## config.mk

```make
export PLATFORM = sky130hd
export DESIGN_NAME = uart_job_protocol
export DESIGN_NICKNAME = d
export VERILOG_FILES = /design/src/rtl/uart_job_protocol.sv
export SDC_FILE = /design/constraint.sdc
export NUM_CORES = 2
export LEC_CHECK = 0
export ABC_AREA = 1
export BUFFER_PORTS_ARGS = -buffer_cell sky130_fd_sc_hd__buf_4
export CAP_MARGIN = 15
export CORE_ASPECT_RATIO = 1.5
export CORE_MARGIN = 1
export CORE_UTILIZATION = 45
export CTS_CLUSTER_SIZE = 10
export DETAILED_ROUTE_END_ITERATION = 10
export PLACE_DENSITY = 0.61
export RECOVER_POWER = 100
export SLEW_MARGIN = 20
export SYNTH_ARGS = -nofsm -noshare
export SYNTH_HDL_FRONTEND = slang
export SYNTH_HIERARCHICAL = 1
export SYNTH_SLANG_ARGS = --single-unit
```

## constraint.sdc

```tcl
create_clock -name clk -period 26.7 [get_ports clk]
set_clock_uncertainty 0.15 [all_clocks]
set_input_delay 4.005 -clock clk [delete_from_list [all_inputs] [get_ports clk]]
set_output_delay 4.005 -clock clk [all_outputs]
set_load 0.01 [all_outputs]
```

## src/rtl/uart_job_protocol.sv

```systemverilog
// Host-protocol engine for the miner UART link: parses CRC-checked host frames,
// keeps a current and a queued job, and emits unsolicited nonce/work-status frames.

module uart_job_crc32 (
  input  logic        clk,
  input  logic        reset,
  input  logic        i_en,
  input  logic        i_init,
  input  logic [7:0]  i_byte,
  output logic [31:0] o_crc
);
  logic [31:0] r_crc;

  // Reflected CRC32 with no final XOR: a frame followed by its own CRC (LSB first)
  // drives the register back to zero, which is the receive-side acceptance test.
  function automatic logic [31:0] crc_step(input logic [31:0] c, input logic [7:0] b);
    logic [31:0] v;
    v = c ^ {24'd0, b};
    for (int k = 0; k < 8; k++) v = v[0] ? ((v >> 1) ^ 32'hEDB88320) : (v >> 1);
    return v;
  endfunction

  always_ff @(posedge clk or posedge reset) begin
    if (reset) r_crc <= 32'hFFFFFFFF;
    else if (i_en) r_crc <= crc_step(i_init ? 32'hFFFFFFFF : r_crc, i_byte);
  end

  assign o_crc = r_crc;
endmodule

module uart_job_protocol #(
  parameter int          JOB_BYTES        = 52,
  parameter int          MSG_BUF_BYTES    = 64,
  parameter int          NONCE_FIFO_DEPTH = 4,
  parameter logic [63:0] INFO_WORD        = 64'hDEADBEEF13370D13,
  parameter int          RX_TIMEOUT       = 65535
) (
  input  logic                   clk,
  input  logic                   reset,
  input  logic                   rx_flag,
  input  logic [7:0]             rx_byte,
  output logic                   tx_we,
  output logic [7:0]             tx_data,
  input  logic                   tx_busy,
  input  logic                   need_work,
  input  logic                   nonce_valid,
  input  logic [31:0]            nonce,
  output logic                   job_load,
  output logic [JOB_BYTES*8-1:0] job,
  output logic                   job_valid
);
  localparam int JW  = JOB_BYTES * 8;
  localparam int FAW = $clog2(NONCE_FIFO_DEPTH);
  localparam int BIW = $clog2(MSG_BUF_BYTES);
  localparam int TW  = $clog2(RX_TIMEOUT + 1);

  localparam logic [7:0] T_INFO     = 8'd0;
  localparam logic [7:0] T_INVALID  = 8'd1;
  localparam logic [7:0] T_ACK      = 8'd2;
  localparam logic [7:0] T_RESEND   = 8'd3;
  localparam logic [7:0] T_PUSH     = 8'd4;
  localparam logic [7:0] T_QUEUE    = 8'd5;
  localparam logic [7:0] T_NONCE    = 8'd6;
  localparam logic [7:0] T_QSTARTED = 8'd7;
  localparam logic [7:0] T_NEEDWORK = 8'd8;
  localparam logic [7:0] T_RESET    = 8'd9;

  typedef enum logic [1:0] {S_IDLE, S_READ, S_PARSE, S_SEND} state_t;

  state_t        r_state;
  logic [7:0]    r_len;
  logic [7:0]    r_cnt;
  logic [7:0]    r_type;
  logic [TW-1:0] r_tmo;
  logic [7:0]    r_tx_len;
  logic [7:0]    r_tx_type;
  logic [7:0]    r_tx_idx;
  logic [95:0]   r_tx_pl;
  logic [JW-1:0] r_job;
  logic [JW-1:0] r_queue;
  logic          r_job_valid;
  logic          r_job_load;
  logic          r_q_valid;
  logic          r_started_pend;
  logic          r_needwork_pend;
  logic [FAW:0]  r_wr_ptr;
  logic [FAW:0]  r_rd_ptr;
  logic [15:0]   r_drop;
  logic [7:0]    r_buf  [MSG_BUF_BYTES];
  logic [31:0]   r_fifo [NONCE_FIFO_DEPTH];

  logic          w_crc_en;
  logic          w_crc_init;
  logic [31:0]   w_crc;
  logic [JW-1:0] w_buf_job;
  logic          w_store;
  logic [BIW-1:0] w_bidx;
  logic [FAW:0]  w_level;
  logic          w_fifo_nempty;
  logic          w_fifo_full;
  logic [31:0]   w_fifo_head;
  logic          w_push_ok;
  logic          w_go;
  logic [7:0]    w_go_len;
  logic [7:0]    w_go_type;
  logic [95:0]   w_go_pl;
  logic          w_pop;
  logic          w_clr_started;
  logic          w_clr_needwork;
  logic          w_act_push;
  logic          w_act_queue;
  logic          w_act_reset;
  logic [7:0]    w_tx_byte;

  assign w_crc_en   = rx_flag && (r_state == S_IDLE || r_state == S_READ);
  assign w_crc_init = (r_state == S_IDLE);

  uart_job_crc32 u_crc (
    .clk    (clk),
    .reset  (reset),
    .i_en   (w_crc_en),
    .i_init (w_crc_init),
    .i_byte (rx_byte),
    .o_crc  (w_crc)
  );

  // Only payload bytes are kept; header and CRC trailer are counted but not stored.
  assign w_store = (r_cnt >= 8'd4) && (r_cnt < r_len - 8'd4) &&
                   (int'(r_cnt) - 4 < MSG_BUF_BYTES);
  assign w_bidx  = BIW'(r_cnt - 8'd4);

  always_comb begin
    w_buf_job = '0;
    for (int k = 0; k < JOB_BYTES; k++) w_buf_job[8*k +: 8] = r_buf[k];
  end

  assign w_level       = r_wr_ptr - r_rd_ptr;
  assign w_fifo_nempty = (r_wr_ptr != r_rd_ptr);
  assign w_fifo_full   = (r_wr_ptr[FAW] != r_rd_ptr[FAW]) &&
                         (r_wr_ptr[FAW-1:0] == r_rd_ptr[FAW-1:0]);
  assign w_fifo_head   = r_fifo[r_rd_ptr[FAW-1:0]];
  assign w_push_ok     = nonce_valid && (!w_fifo_full || w_pop);

  // Decide what to transmit next; a reply length of 1 makes byte 0 (the length) the PING answer 0x01.
  always_comb begin
    w_go           = 1'b0;
    w_go_len       = 8'd8;
    w_go_type      = T_INVALID;
    w_go_pl        = '0;
    w_pop          = 1'b0;
    w_clr_started  = 1'b0;
    w_clr_needwork = 1'b0;
    w_act_push     = 1'b0;
    w_act_queue    = 1'b0;
    w_act_reset    = 1'b0;
    unique case (r_state)
      S_IDLE: begin
        if (rx_flag) begin
          if (rx_byte == 8'd0) begin
            w_go     = 1'b1;
            w_go_len = 8'd1;
          end else if (rx_byte < 8'd8) begin
            w_go = 1'b1;
          end
        end else if (r_started_pend) begin
          w_go          = 1'b1;
          w_go_type     = T_QSTARTED;
          w_clr_started = 1'b1;
        end else if (w_fifo_nempty) begin
          w_go          = 1'b1;
          w_go_len      = 8'd12;
          w_go_type     = T_NONCE;
          w_go_pl[31:0] = w_fifo_head;
          w_pop         = 1'b1;
        end else if (r_needwork_pend) begin
          w_go           = 1'b1;
          w_go_type      = T_NEEDWORK;
          w_clr_needwork = 1'b1;
        end
      end
      S_PARSE: begin
        w_go = 1'b1;
        if (w_crc != 32'd0) begin
          w_go_type = T_RESEND;
        end else if (int'(r_len) > MSG_BUF_BYTES + 8) begin
          w_go_type = T_INVALID;
        end else if (r_type == T_INFO && r_len == 8'd8) begin
          w_go_len  = 8'd20;
          w_go_type = T_INFO;
          w_go_pl   = {8'(w_level), 7'd0, r_q_valid, r_drop, INFO_WORD};
        end else if (r_type == T_PUSH && int'(r_len) == JOB_BYTES + 8) begin
          w_go_type  = T_ACK;
          w_act_push = 1'b1;
        end else if (r_type == T_QUEUE && int'(r_len) == JOB_BYTES + 8) begin
          w_go_type   = T_ACK;
          w_act_queue = 1'b1;
        end else if (r_type == T_RESET && r_len == 8'd8) begin
          w_go_type   = T_ACK;
          w_act_reset = 1'b1;
        end
      end
      default: ;
    endcase
  end

  always_comb begin
    w_tx_byte = 8'd0;
    if (r_tx_idx == 8'd0) w_tx_byte = r_tx_len;
    else if (r_tx_idx == 8'd3) w_tx_byte = r_tx_type;
    else if (r_tx_idx >= 8'd4 && r_tx_idx < r_tx_len - 8'd4)
      w_tx_byte = 8'(r_tx_pl >> {r_tx_idx - 8'd4, 3'b000});
  end

  assign tx_we     = (r_state == S_SEND) && !tx_busy;
  assign tx_data   = w_tx_byte;
  assign job       = r_job;
  assign job_valid = r_job_valid;
  assign job_load  = r_job_load;

  always_ff @(posedge clk or posedge reset) begin
    if (reset) begin
      r_state         <= S_IDLE;
      r_len           <= 8'd0;
      r_cnt           <= 8'd0;
      r_type          <= 8'd0;
      r_tmo           <= '0;
      r_tx_len        <= 8'd0;
      r_tx_type       <= 8'd0;
      r_tx_idx        <= 8'd0;
      r_job           <= '0;
      r_job_valid     <= 1'b0;
      r_job_load      <= 1'b0;
      r_q_valid       <= 1'b0;
      r_started_pend  <= 1'b0;
      r_needwork_pend <= 1'b0;
      r_wr_ptr        <= '0;
      r_rd_ptr        <= '0;
      r_drop          <= 16'd0;
    end else begin
      r_job_load <= 1'b0;
      unique case (r_state)
        S_IDLE: begin
          if (rx_flag && rx_byte >= 8'd8) begin
            r_len   <= rx_byte;
            r_cnt   <= 8'd1;
            r_tmo   <= '0;
            r_state <= S_READ;
          end
        end
        S_READ: begin
          if (rx_flag) begin
            r_cnt <= r_cnt + 8'd1;
            r_tmo <= '0;
            if (r_cnt == 8'd3) r_type <= rx_byte;
            if (r_cnt + 8'd1 == r_len) r_state <= S_PARSE;
          end else if (r_tmo == TW'(RX_TIMEOUT - 1)) begin
            r_state <= S_IDLE;
          end else begin
            r_tmo <= r_tmo + 1'b1;
          end
        end
        S_SEND: begin
          if (!tx_busy) begin
            r_tx_idx <= r_tx_idx + 8'd1;
            if (r_tx_idx + 8'd1 == r_tx_len) r_state <= S_IDLE;
          end
        end
        default: ;
      endcase

      if (w_go) begin
        r_state   <= S_SEND;
        r_tx_len  <= w_go_len;
        r_tx_type <= w_go_type;
        r_tx_idx  <= 8'd0;
      end

      // Later assignments win: a fresh need_work beats the flag clear, a host command beats need_work.
      if (w_clr_started)  r_started_pend  <= 1'b0;
      if (w_clr_needwork) r_needwork_pend <= 1'b0;
      if (need_work) begin
        if (r_q_valid) begin
          r_job          <= r_queue;
          r_job_valid    <= 1'b1;
          r_q_valid      <= 1'b0;
          r_job_load     <= 1'b1;
          r_started_pend <= 1'b1;
        end else begin
          r_needwork_pend <= 1'b1;
        end
      end
      if (w_act_push) begin
        r_job       <= w_buf_job;
        r_job_valid <= 1'b1;
        r_q_valid   <= 1'b0;
        r_job_load  <= 1'b1;
      end
      if (w_act_queue) r_q_valid <= 1'b1;

      if (w_act_reset) begin
        r_job_valid     <= 1'b0;
        r_q_valid       <= 1'b0;
        r_started_pend  <= 1'b0;
        r_needwork_pend <= 1'b0;
        r_wr_ptr        <= '0;
        r_rd_ptr        <= '0;
      end else begin
        if (w_pop)     r_rd_ptr <= r_rd_ptr + 1'b1;
        if (w_push_ok) r_wr_ptr <= r_wr_ptr + 1'b1;
      end
      if (nonce_valid && !w_push_ok && r_drop != 16'hFFFF) r_drop <= r_drop + 16'd1;
    end
  end

  always_ff @(posedge clk) begin
    if (r_state == S_READ && rx_flag && w_store) r_buf[w_bidx] <= rx_byte;
    if (w_act_queue) r_queue <= w_buf_job;
    if (w_push_ok) r_fifo[r_wr_ptr[FAW-1:0]] <= nonce;
    if (w_go) r_tx_pl <= w_go_pl;
  end
endmodule
```

* Word-level counts from Yosys, hierarchy flattened
Memories as Yosys holds them, arrays and structs flattened.
Index checks and enable logic that the tools add are counted.
** Word-level totals
- Bits in registers :: 1041
- Latch bits :: 0
- RAM bits :: 640
- Memory bits (read-only) :: 0
- Bits of input ports :: 46
- Memories kept :: 2
** Memories
- r_buf :: words 64, width 8, read ports 52, clocked after Yosys merged registers in 0, write ports 1, RTL line 89 : logic [7:0] r_buf [MSG_BUF_BYTES];
- r_fifo :: words 4, width 32, read ports 1, clocked after Yosys merged registers in 0, write ports 1, RTL line 90 : logic [31:0] r_fifo [NONCE_FIFO_DEPTH];
** Operators by class
- Add/sub/neg operators :: 12
- $mul :: 0
- Div/mod/pow operators :: 0
- $lt $le $gt $ge :: 8
- Eq/ne operators :: 26
- Shift-type cells :: 1
- Multiplexer cells :: 122
- Bitwise logic cells :: 11
- Reductions and logical operators :: 46
** Operators with widths (count)
- $mux 416 :: 3
- $mux 32 :: 14
- $not 13->14 :: 8
- $shr 91x11->8 :: 1
- $mux 8 :: 9
- $mux 64 :: 1
- $pmux 32 s2 :: 1
- $mux 1 :: 58
- $mux 16 :: 3
- $add 16x1->16 const B :: 2
- $pmux 16 s2 :: 1
- $pmux 8 s2 :: 2
- $reduce_bool 32->1 :: 1
- $xor 32x8->32 :: 1
- $mux 2 :: 13
- $logic_not 8->1 :: 3
- $sub 8x3->8 const B :: 3
- $mux 4 :: 5
- $mux 3 :: 6
- $add 8x1->8 const B :: 2
- $eq 16x16->1 const B :: 1
- $eq 8x2->1 const B :: 2
- $eq 8x3->1 const B :: 2
- $eq 8x4->1 const B :: 2
- 40 further kinds :: 82

* Longest topological paths before layout
- Depth in word-level cells :: 19
- Depth in mapped cells :: 15
- Gate-level depth less buffers :: 15

* Modules after synthesis
Netlist, hierarchy kept.
** Modules (own cells, without submodules)
- uart_job_protocol :: instances 1, cells each 4681, area an instance 58406.0 sq um, sequential area each 42956.2 sq um
- uart_job_crc32 :: instances 1, cells each 362, area an instance 2553.7 sq um, sequential area each 840.8 sq um

* Least setup slack after synthesis
No wires, ideal clock.
- Kind :: reg-to-reg
- Start :: register r_len[2]
- End :: register r_queue[0], enable pin
- Setup time :: 1.215 ns
- Arrival time :: 18.612 ns
- Data required time :: 25.335 ns
- Setup slack :: 6.723 ns
- Cell stages (with the launch flop) :: 11
- Buffers on the path :: 0
- Period minus slack after synthesis :: 19.977 ns
- Cell sequence :: dfrtp_1 > inv_1 > ha_1 > nand2_1 > o21ai_1 > nand3_1 > nand2_1 > nand3_1 > inv_1 > nand2_1 > nor2_1
** On the way
- Cells in the longest elaborated chain, start to end :: 8
- Elaborated cells between the ends (all ways) :: 12
- Classes of those cells :: order compare: 1; eq/ne: 2; mux: 6; reduce/logical: 3
** Ends and longest elaborated chain
- start, declared :: RTL line 71 : logic [7:0] r_len;
- start signal, assigned :: RTL line 244 : r_len <= rx_byte;
- $eq 8x7->1 :: RTL line 191, 194
- $logic_and 1x1->1 :: RTL line 194 : end else if (r_type == T_QUEUE && int'(r_len) == JOB_BYTES + 8) begin
- $mux 1 :: RTL line 194
- $mux 1 :: RTL line 191 : end else if (r_type == T_PUSH && int'(r_len) == JOB_BYTES + 8) begin
- $mux 1 :: RTL line 187 : end else if (r_type == T_INFO && r_len == 8'd8) begin
- $mux 1 (*) :: RTL line 185 : end else if (int'(r_len) > MSG_BUF_BYTES + 8) begin
- $mux 1 (*) :: RTL line 183 : if (w_crc != 32'd0) begin
- $mux 1 (*) :: RTL line 156 : unique case (r_state)
- net w_act_queue :: RTL line 111 : logic w_act_queue;
- end signal, assigned :: RTL line 317 : if (w_act_queue) r_queue <= w_buf_job;
- end, declared :: RTL line 80 : logic [JW-1:0] r_queue;
The timed path passes the listed nets; every way through them passes the cells marked *.
A chain may end at the register's enable or synchronous reset.

==> metrics <==
status=complete, but fails checks; failing checks=capacitance limit, slew limit; total number of yosys warnings=6; Crit path max-delay family=buffers and inverters; Reg2Reg Setup Slack=13.39 ns; count of cell types in the netlist=52; CP max stage cell=clkbuf_1; Max Slew Vio Count=2024; Synth Cell Area=61000 um^2; post_cts resized=0; vias=41431; RSZ-0062 raised after global routing=false; worst min path class=reg2reg; Reg2Reg Launch Point=u_crc/o_crc[19]$_DFFE_PP1P_; FF-to-FF path depth=11; Setup TNS=0 ns; DPL Wire Length=around 99 mm; Post-Route Utilization=0.513; All-Layer GR Usage=0.248; CP endpoint kind=async pin; Initial DRT Pass Iterations=5; Worst Setup SP=reset; kind of critical path=in2async; Area Overhead vs Synth=13.3%; Finished Layout Cells=7317; Worst-path clk slew=0.06 ns; Worst slew margin=-4.87; Via density=5.66; CTS H-tree lvls=4; Leakage=24.5 nW; I/O Buffers=472; number of cell rows=165; Syn Nets=a little over 5000; CP most frequent cell=buf_4; Avg Inst Size Synth=12.1 um^2; Initial Util=0.453; CP startpoint kind=input port; DRC Markers=0; Worst Path Max Fanout=140; post-CTS setup buffers=0; Final min period=between 10 and 15 ns; hold path startpoint=r_buf[11][3]$_DFFE_PP_; post-synthesis sequential area ratio=0.718; PD cells=slightly below 90 nW/um^2; Post-Route WL=172 mm; Reg-to-Reg End=r_queue[290]$_DFFE_PP_; first-pass GRT wire length=256 mm; Worst-Margin Slew=8.80 ns; design area=69100 um^2; initial antenna violation count=5; Hold EP=r_queue[91]$_DFFE_PP_; Min-Delay Path Depth=0; largest net degree at the start of global routing=219; CTS tree=done; Post-synth EDFFs=approximately 1000; Die Ht=about 450 um; delay of the slowest critical-path stage=5.78 ns; total CTS buffers=174; asr flop ratio synth=0.345; vias in the first global route=40518; CTS sink count=about 1500; clock latency on the worst-skew pair=about 0.81 ns; worst path required time=about 27 ns; core area=roughly 130000 um^2; hold-fix buffers at CTS=0; Hold Slack=0.276 ns; #FFs+latches synth=between 1500 and 2000; total grt overflow=0; WP buf/inv=6; layout cells sized above 1=0.0545; post-route ant nets=0; post-synthesis cell count=approximately 5000; initial drt markers=3627; Layout Nets=5502; DIE AREA=137000 um^2; GP Congestion=0.847; fmax=67.4 MHz; Cell Chain, Critical Path=clkbuf_1 -> clkinvlp_2 -> clkbuf_1 -> buf_4 -> buf_4 -> buf_4; worst-case clock buffer depth=3; Die Span X=303 um; Setup violations, final=0; maximum VDD drop=0.0747 mV; Primary FF master, synth=edfxtp_1; final hold vios=0; period utilization=0.556; Post-DP Area=65800 um^2; Max-Cap Viols=37; wire per inst=about 23 um; CTS Root Cell=clkbuf_16; crit path DAT=15.53 ns; I/O pin count=473; dpl cells=6990
## cell usage in the layout, fill, tap and decap left out, types with 3 or more instances in the layout
| master | netlist | final |
|---|---|---|
| ha_1 | 41 | 41 |
| inv_2 | 12 | 12 |
| nor4_1 | 7 | 7 |
| nor2_1 | 318 | 314 |
| nand4_1 | 28 | 31 |
| xor2_1 | 56 | 56 |
| clkinv_16 | 0 | 4 |
| a21oi_1 | 48 | 48 |
| clkbuf_1 | 191 | 631 |
| nor2_2 | 4 | 7 |
| dfstp_2 | 32 | 31 |
| nand3_1 | 532 | 535 |
| dfrtp_1 | 501 | 500 |
| o21ai_1 | 786 | 372 |
| o211ai_1 | 3 | 4 |
| buf_12 | 0 | 5 |
| inv_1 | 141 | 139 |
| nand2_2 | 12 | 7 |
| nor2_4 | 2 | 3 |
| inv_16 | 0 | 3 |
| edfxtp_1 | 1013 | 1013 |
| clkinv_1 | 4 | 4 |
| buf_4 | 33 | 23 |
| nor3b_1 | 6 | 6 |
| inv_6 | 0 | 3 |
| o22ai_1 | 33 | 33 |
| nor3_1 | 444 | 445 |
| or2_2 | 6 | 6 |
| o21ai_0 | 207 | 621 |
| clkbuf_16 | 0 | 177 |
| nand2_1 | 415 | 421 |
| xnor2_1 | 17 | 19 |
## state kept, by name (all words and copies together), names as in the netlist, 8 cells and up
| register | cells |
|---|---|
| r_tx_idx | 8 |
| r_type | 8 |
| job | 416 |
| r_cnt | 8 |
| r_tmo | 16 |
| r_fifo | 128 |
| r_tx_pl | 53 |
| r_len | 8 |
| u_crc/o_crc | 32 |
| r_drop | 16 |
| r_queue | 416 |
| r_buf | 416 |
## worst max path at each step
stage                           end  depth (start not counted)  slack (ns)
2_1_floorplan  r_queue[0]$_DFFE_PP_                         10        6.72
3_3_place_gp                  tx_we                          3       18.08
3_5_place_dp                  tx_we                          3       18.06
4_1_cts                       tx_we                          3       18.06
5_1_grt        job[373]$_DFFE_PP0P_                          6        9.66
6_report       job[166]$_DFFE_PP0P_                          6       11.86
## layout make-up
class | instances | area (um^2)
Fill cell | 12139 | 65500
Sequential cell | 1546 | 43800
Multi-Input combinational cell | 3004 | 15000
Clock buffer | 309 | 4940
Timing Repair Buffer | 531 | 2210
Tap cell | 1753 | 2190
Inverter | 157 | 592
Clock inverter | 16 | 312
Antenna cell | 1 | 2.50
## stage by stage
stage                     setup WS [ns]  power (mW)
after floorplan                    6.72        3.64
after global placement            18.08        4.03
after detailed placement          18.06        4.05
after CTS                         18.06        6.27
after global routing               9.66        6.45
final                             11.86        6.17
## per-layer routing
layer,up-vias,part of all wire,routed length (um),GRT usage
li1,18950,-,-,-
met1,20769,0.40,69300,0.321
met2,1444,0.49,84200,0.407
met3,266,0.072,12400,0.0521
met4,2,0.035,5950,0.0991
met5,-,0.000064,11,0
## cell usage after synthesis, types with 4 or more instances
library cell | instances | area, um^2
edfxtp_1 | 1013 | 30400
o21ai_1 | 786 | 3930
nand3_1 | 532 | 2660
dfrtp_1 | 501 | 12500
nor3_1 | 444 | 2220
nand2_1 | 415 | 1560
nor2_1 | 318 | 1190
o21ai_0 | 207 | 1040
clkbuf_1 | 191 | 717
inv_1 | 141 | 529
buf_2 | 69 | 345
xor2_1 | 56 | 490
a21oi_1 | 48 | 240
ha_1 | 41 | 513
buf_1 | 40 | 150
buf_4 | 33 | 248
o22ai_1 | 33 | 206
dfstp_2 | 32 | 841
nand4_1 | 28 | 175
xnor2_1 | 17 | 149
inv_2 | 12 | 45.0
nand2_2 | 12 | 75.1
nor4_1 | 7 | 43.8
nor3b_1 | 6 | 45.0
or2_2 | 6 | 37.5
clkinv_1 | 4 | 15.0
nand3_2 | 4 | 40.0
nand4_2 | 4 | 50.1
nor2_2 | 4 | 25.0
xnor2_2 | 4 | 65.1
## cells by family after synthesis
kind of cell             share of synthesized area
AND/OR/NAND/NOR                              0.136
multiplexers                              0.000185
buffers and inverters                       0.0342
XOR/XNOR                                    0.0120
flip-flops                                   0.718
AO/OA/AOI/OAI                               0.0906
adder cells (fa/ha/maj)                    0.00874
## power breakdown
| part | total (mW) | switching (mW) | internal (mW) |
|---|---|---|---|
| clock | 2.23 | 0.951 | 1.27 |
| sequential | 2.91 | 0.130 | 2.78 |
| combinational | 1.04 | 0.724 | 0.311 |
| total | 6.17 | 1.81 | 4.37 |
No activity file was read; power rests on OpenSTA's default activity.
